<file path="src/rtl/serial_frame_pkg.sv">
// Shared types and constants for the serial frame receiver.
package serial_frame_pkg;

  typedef enum logic [1:0] {
    IDLE   = 2'd0,
    DATA   = 2'd1,
    PARITY = 2'd2,
    STOP   = 2'd3
  } state_t;

  localparam logic START_BIT = 1'b0;
  localparam logic STOP_BIT  = 1'b1;

  localparam int unsigned DATA_W_DEFAULT = 8;

endpackage

</file>
<file path="src/rtl/serial_shift_reg.sv">
// Serial-in/parallel-out register, LSB received first, with even-parity of its contents.
module serial_shift_reg
  import serial_frame_pkg::*;
#(
  parameter int unsigned DATA_W = DATA_W_DEFAULT
) (
  input  logic              clk,
  input  logic              rst,
  input  logic              shift_en,
  input  logic              d,
  output logic [DATA_W-1:0] data,
  output logic              parity
);

  // New bits enter at the MSB so the first bit received ends up in bit 0.
  always_ff @(posedge clk or posedge rst) begin
    if (rst) begin
      data <= '0;
    end else if (shift_en) begin
      data <= {d, data[DATA_W-1:1]};
    end
  end

  assign parity = ^data;

endmodule

</file>
<file path="src/rtl/serial_frame_rx.sv">
// Receives start/data/parity/stop frames from a one-bit-per-clock serial line into a
// single-entry valid/ready holding register with framing, parity and overrun pulses.
module serial_frame_rx
  import serial_frame_pkg::*;
#(
  parameter int unsigned DATA_W    = DATA_W_DEFAULT,
  parameter bit          PARITY_EN = 1'b1
) (
  input  logic              clk,
  input  logic              rst,
  input  logic              d,
  output logic [DATA_W-1:0] out_data,
  output logic              out_valid,
  input  logic              out_ready,
  output logic              frame_err,
  output logic              par_err,
  output logic              overrun
);

  localparam int unsigned      CNT_W    = (DATA_W > 1) ? $clog2(DATA_W) : 1;
  localparam logic [CNT_W-1:0] LAST_BIT = CNT_W'(DATA_W - 1);

  state_t            state;
  state_t            state_next;
  logic [CNT_W-1:0]  bit_cnt;
  logic [CNT_W-1:0]  bit_cnt_next;
  logic              par_bad;
  logic              par_bad_next;
  logic              shift_en;
  logic              frame_done;
  logic              frame_good;
  logic              handshake;
  logic [DATA_W-1:0] shift_data;
  logic              shift_par;

  serial_shift_reg #(
    .DATA_W (DATA_W)
  ) u_shift (
    .clk      (clk),
    .rst      (rst),
    .shift_en (shift_en),
    .d        (d),
    .data     (shift_data),
    .parity   (shift_par)
  );

  always_ff @(posedge clk or posedge rst) begin
    if (rst) begin
      state   <= IDLE;
      bit_cnt <= '0;
      par_bad <= 1'b0;
    end else begin
      state   <= state_next;
      bit_cnt <= bit_cnt_next;
      par_bad <= par_bad_next;
    end
  end

  always_comb begin
    state_next   = state;
    bit_cnt_next = bit_cnt;
    par_bad_next = par_bad;
    shift_en     = 1'b0;
    frame_done   = 1'b0;
    case (state)
      IDLE: begin
        if (d == START_BIT) begin
          state_next   = DATA;
          bit_cnt_next = '0;
          par_bad_next = 1'b0;
        end
      end
      DATA: begin
        shift_en = 1'b1;
        if (bit_cnt == LAST_BIT) begin
          bit_cnt_next = '0;
          state_next   = PARITY_EN ? PARITY : STOP;
        end else begin
          bit_cnt_next = bit_cnt + 1'b1;
        end
      end
      PARITY: begin
        // Shift register already holds every data bit when the parity bit is on the line.
        par_bad_next = shift_par ^ d;
        state_next   = STOP;
      end
      STOP: begin
        frame_done = 1'b1;
        state_next = IDLE;
      end
      default: state_next = IDLE;
    endcase
  end

  assign frame_good = frame_done && (d == STOP_BIT) && !par_bad;
  assign handshake  = out_valid && out_ready;

  always_ff @(posedge clk or posedge rst) begin
    if (rst) begin
      out_data  <= '0;
      out_valid <= 1'b0;
      frame_err <= 1'b0;
      par_err   <= 1'b0;
      overrun   <= 1'b0;
    end else begin
      frame_err <= frame_done && (d != STOP_BIT);
      par_err   <= frame_done && par_bad;
      overrun   <= frame_good && out_valid && !out_ready;
      // A word consumed on the same edge a new one lands frees the slot for it.
      if (frame_good && (!out_valid || out_ready)) begin
        out_data  <= shift_data;
        out_valid <= 1'b1;
      end else if (handshake) begin
        out_valid <= 1'b0;
      end
    end
  end

endmodule

</file>
<file path="config.mk">
export PLATFORM = sky130hd
export DESIGN_NAME = serial_frame_rx
export DESIGN_NICKNAME = d
export VERILOG_FILES = /design/src/rtl/serial_frame_pkg.sv /design/src/rtl/serial_shift_reg.sv /design/src/rtl/serial_frame_rx.sv
export SDC_FILE = /design/constraint.sdc
export NUM_CORES = 1
export LEC_CHECK = 0
export BUFFER_PORTS_ARGS = -buffer_cell sky130_fd_sc_hd__buf_2
export CORE_MARGIN = 2
export CORE_UTILIZATION = 55
export CTS_CLUSTER_DIAMETER = 100
export DETAILED_ROUTE_END_ITERATION = 8
export GPL_ROUTABILITY_DRIVEN = 0
export GPL_TIMING_DRIVEN = 1
export PLACE_DENSITY = 0.78
export SLEW_MARGIN = 10
export SYNTH_ARGS = -nofsm -noshare
export SYNTH_HDL_FRONTEND = slang
export SYNTH_HIERARCHICAL = 1
export SYNTH_SLANG_ARGS = --single-unit
export TNS_END_PERCENT = 30
</file>
<file path="constraint.sdc">
create_clock -name clk -period 2.8 [get_ports clk]
set_input_delay 0.84 -clock clk [delete_from_list [all_inputs] [get_ports clk]]
set_output_delay 0.84 -clock clk [all_outputs]
set_load 0.005 [all_outputs]
</file>
==> flow_metrics.tcl <==
set metrics [dict create \
    status "finished clean" \
    critical_path_arrival_ns 0.86 \
    synth-edff-count 0 \
    power_switching_mw 0.535 \
    path_clk_slew_ns 0.12 \
    crit_path_max_incr_delay_ns 0.43 \
    comb_power_share_pct 48.4 \
    layout-drive-gt1-share_pct 39.4 \
    fillCellCount 160 \
    r2r-start "state[1]" \
    wl_per_cell_um 13.4 \
    critical_path_buf_inv_count 1 \
    synthesis.nets 93 \
    crit_required_ns 1.96 \
    rr_worst_depth 5 \
    worst_pin_slew_ns 0.679 \
    total_power_mw 1.60 \
    cp.depth 1 \
    antenna_found_initial 0 \
    rows 16 \
    cts_resized 0 \
    mappedNetlistArea_um2 1210 \
    power.share.clock_pct 9.1 \
    synthCells 83 \
    drc 0 \
    seq_area_frac_synth_pct 53.9 \
    io_buffers 15 \
    yosys.area.top_type "dfrtp_1" \
    diodes 0 \
    start_util_pct 59.7 \
    vias_per_cell 5.07 \
    cts_buffers 3 \
    crit_start "out_data[5]" \
    post-synth-top-count-cell "dfrtp_1" \
    grt_max_degree 19 \
    cp_top_family "flip-flops" \
    syn_avg_cell_area_um2 14.5 \
    core_area_um2 2020 \
    netlist_top_cells_count "dfrtp_1 (26), mux2_2 (9), mux2_4 (8)" \
    vdd_drop_max_v 0.000597 \
    power_leakage_nw 0.664 \
    root_buffer "clkbuf_4" \
    hold_violations 0 \
    first_iter_violations 2 \
    cp_cell_sequence "buf_2" \
    grt_pass1_wl_mm 2.86 \
    r2r_slack_ns 1.13 \
    max_slew_margin_pct 54.7 \
    synth_area_leaders "dfrtp_1 (54%), mux2_4 (9.9%), mux2_2 (8.4%), ha_1 (6.2%), xnor2_1 (4.4%)" \
    rr_endpoint "state[1]" \
    nets 111 \
    slowest_stage "dfrtp_1" \
    drt-total-wl_mm 1.69 \
    gr-total-overflow 0 \
    internal_power_mw 1.07 \
    seqPwrFrac_pct 42.5 \
    switching_share_pct 33.4 \
    design.die.area_um2 2590 \
    firstDrtPassIters 4 \
    drv_slew 0 \
    dr_total_vias 639 \
    hold_path_class "in -> async" \
    synth_seq_cells 26 \
    grtUsageTotal_pct 15.2 \
    synth-main-ff-cell "dfrtp_1" \
    rsz0062_at_grt "false" \
    pin_count 16 \
    max_cap_viol_count 0 \
    cts_setup_buffers 0 \
    cp-end-kind "output port" \
    synthesis.yosys.warnings 6 \
    cts_tree "built" \
    synth-async-reset-ratio_pct 100 \
    cts_num_sinks 26 \
    dpl.hpwl_mm 1.32 \
    skew_ns 0.00326 \
    synth_top_area_share_pct 53.9 \
    die-width_um 50.9 \
    max_freq_mhz 588 \
    final.setup.tns_ns 0 \
    die_h_um 50.9 \
    fin_util_pct 65.0 \
    setup_ws_ns 1.10 \
    fin_crit_ns 1.70 \
    grt_pass1_vias 635 \
    clk_path_buf_depth 2 \
    h-tree-depth 1 \
    period_share_pct 60.8 \
    hold_buffers 0 \
    start_kind "flop" \
    synth_cell_types 23 \
    power.density_nw_per_um2 1220 \
    ant_nets 0 \
    pre_cts_ws_ns 0.908 \
    critical_path.max_fanout 2 \
    area_growth_pct 8.81 \
    setup_viol 0 \
    clk_latency_ns 0.30 \
    critical_path_class "reg -> out" \
]
-- sequential cells by signal, summed over array words and instances (netlist names), 2 cells and up --
name / flops
bit_cnt: 3
u_shift/data: 8
out_data: 8
state: 2
-- routing by layer --
| layer | wire [um] | vias to the layer above | global-route usage (%) |
|---|---|---|---|
| met5 | 0 | - | 0 |
| li1 | - | 316 | - |
| met1 | 866 | 308 | 21.8 |
| met3 | 49 | 2 | 2.63 |
| met4 | 21 | 0 | 8.11 |
| met2 | 752 | 13 | 22.1 |
-- how the worst max path moves through the flow --
stage / slack [ns] / to
after global placement: 0.94 / out_data[4]
after global routing: 1.02 / state[1]
after detailed placement: 0.91 / out_data[6]
after floorplan: 1.17 / out_data[0]
after CTS: 1.08 / out_valid
final: 1.10 / out_data[5]
-- metrics by stage --
stage | hold WS [ns] | cell area [um^2] | cells
4_1_cts | 0.452 | 1310 | 126
5_1_grt | 0.454 | 1310 | 126
6_report | 0.460 | 1310 | 126
3_3_place_gp | 0.493 | 1290 | 123
3_5_place_dp | 0.505 | 1290 | 123
2_1_floorplan | 0.469 | 1210 | 83
-- power by group through the flow --
stage          clock (mW)  sequential, mW  combinational, mW
6_report            0.145           0.680              0.775
5_1_grt             0.167           0.708              0.839
4_1_cts             0.154           0.683              0.787
3_5_place_dp            0           0.692              0.785
3_3_place_gp            0           0.685              0.759
2_1_floorplan           0           0.664              0.641
-- logic make-up after synthesis --
logic type	count (synthesis)	synth area share, %
AO/OA/AOI/OAI	8	4.97
multiplexers	18	19.2
buffers and inverters	6	3.32
adder cells (fa/ha/maj)	6	6.22
AND/OR/NAND/NOR	12	7.36
flip-flops	26	53.9
XOR/XNOR	7	5.08
-- placed cells by master, fill, tap and decap left out, types with 3 or more instances in the layout --
cell      Yosys  final
dfrtp_1      26     26
buf_2         1     15
mux2_2        9      9
mux2_4        8      8
ha_1          6      6
xnor2_1       6      6
a22o_1        4      4
inv_1         4      4
clkbuf_4      0      3
-- area by class of cell --
class | instances | area, um^2 | area share (%)
clock buffer | 3 | 22.5 | 1.71
inverter | 4 | 15.0 | 1.14
multi-input combinational | 51 | 517 | 39.3
sequential | 26 | 651 | 49.5
tap | 27 | 33.8 | 2.57
timing repair buffer | 15 | 75.1 | 5.71
Power figures use the tool's default switching activity.
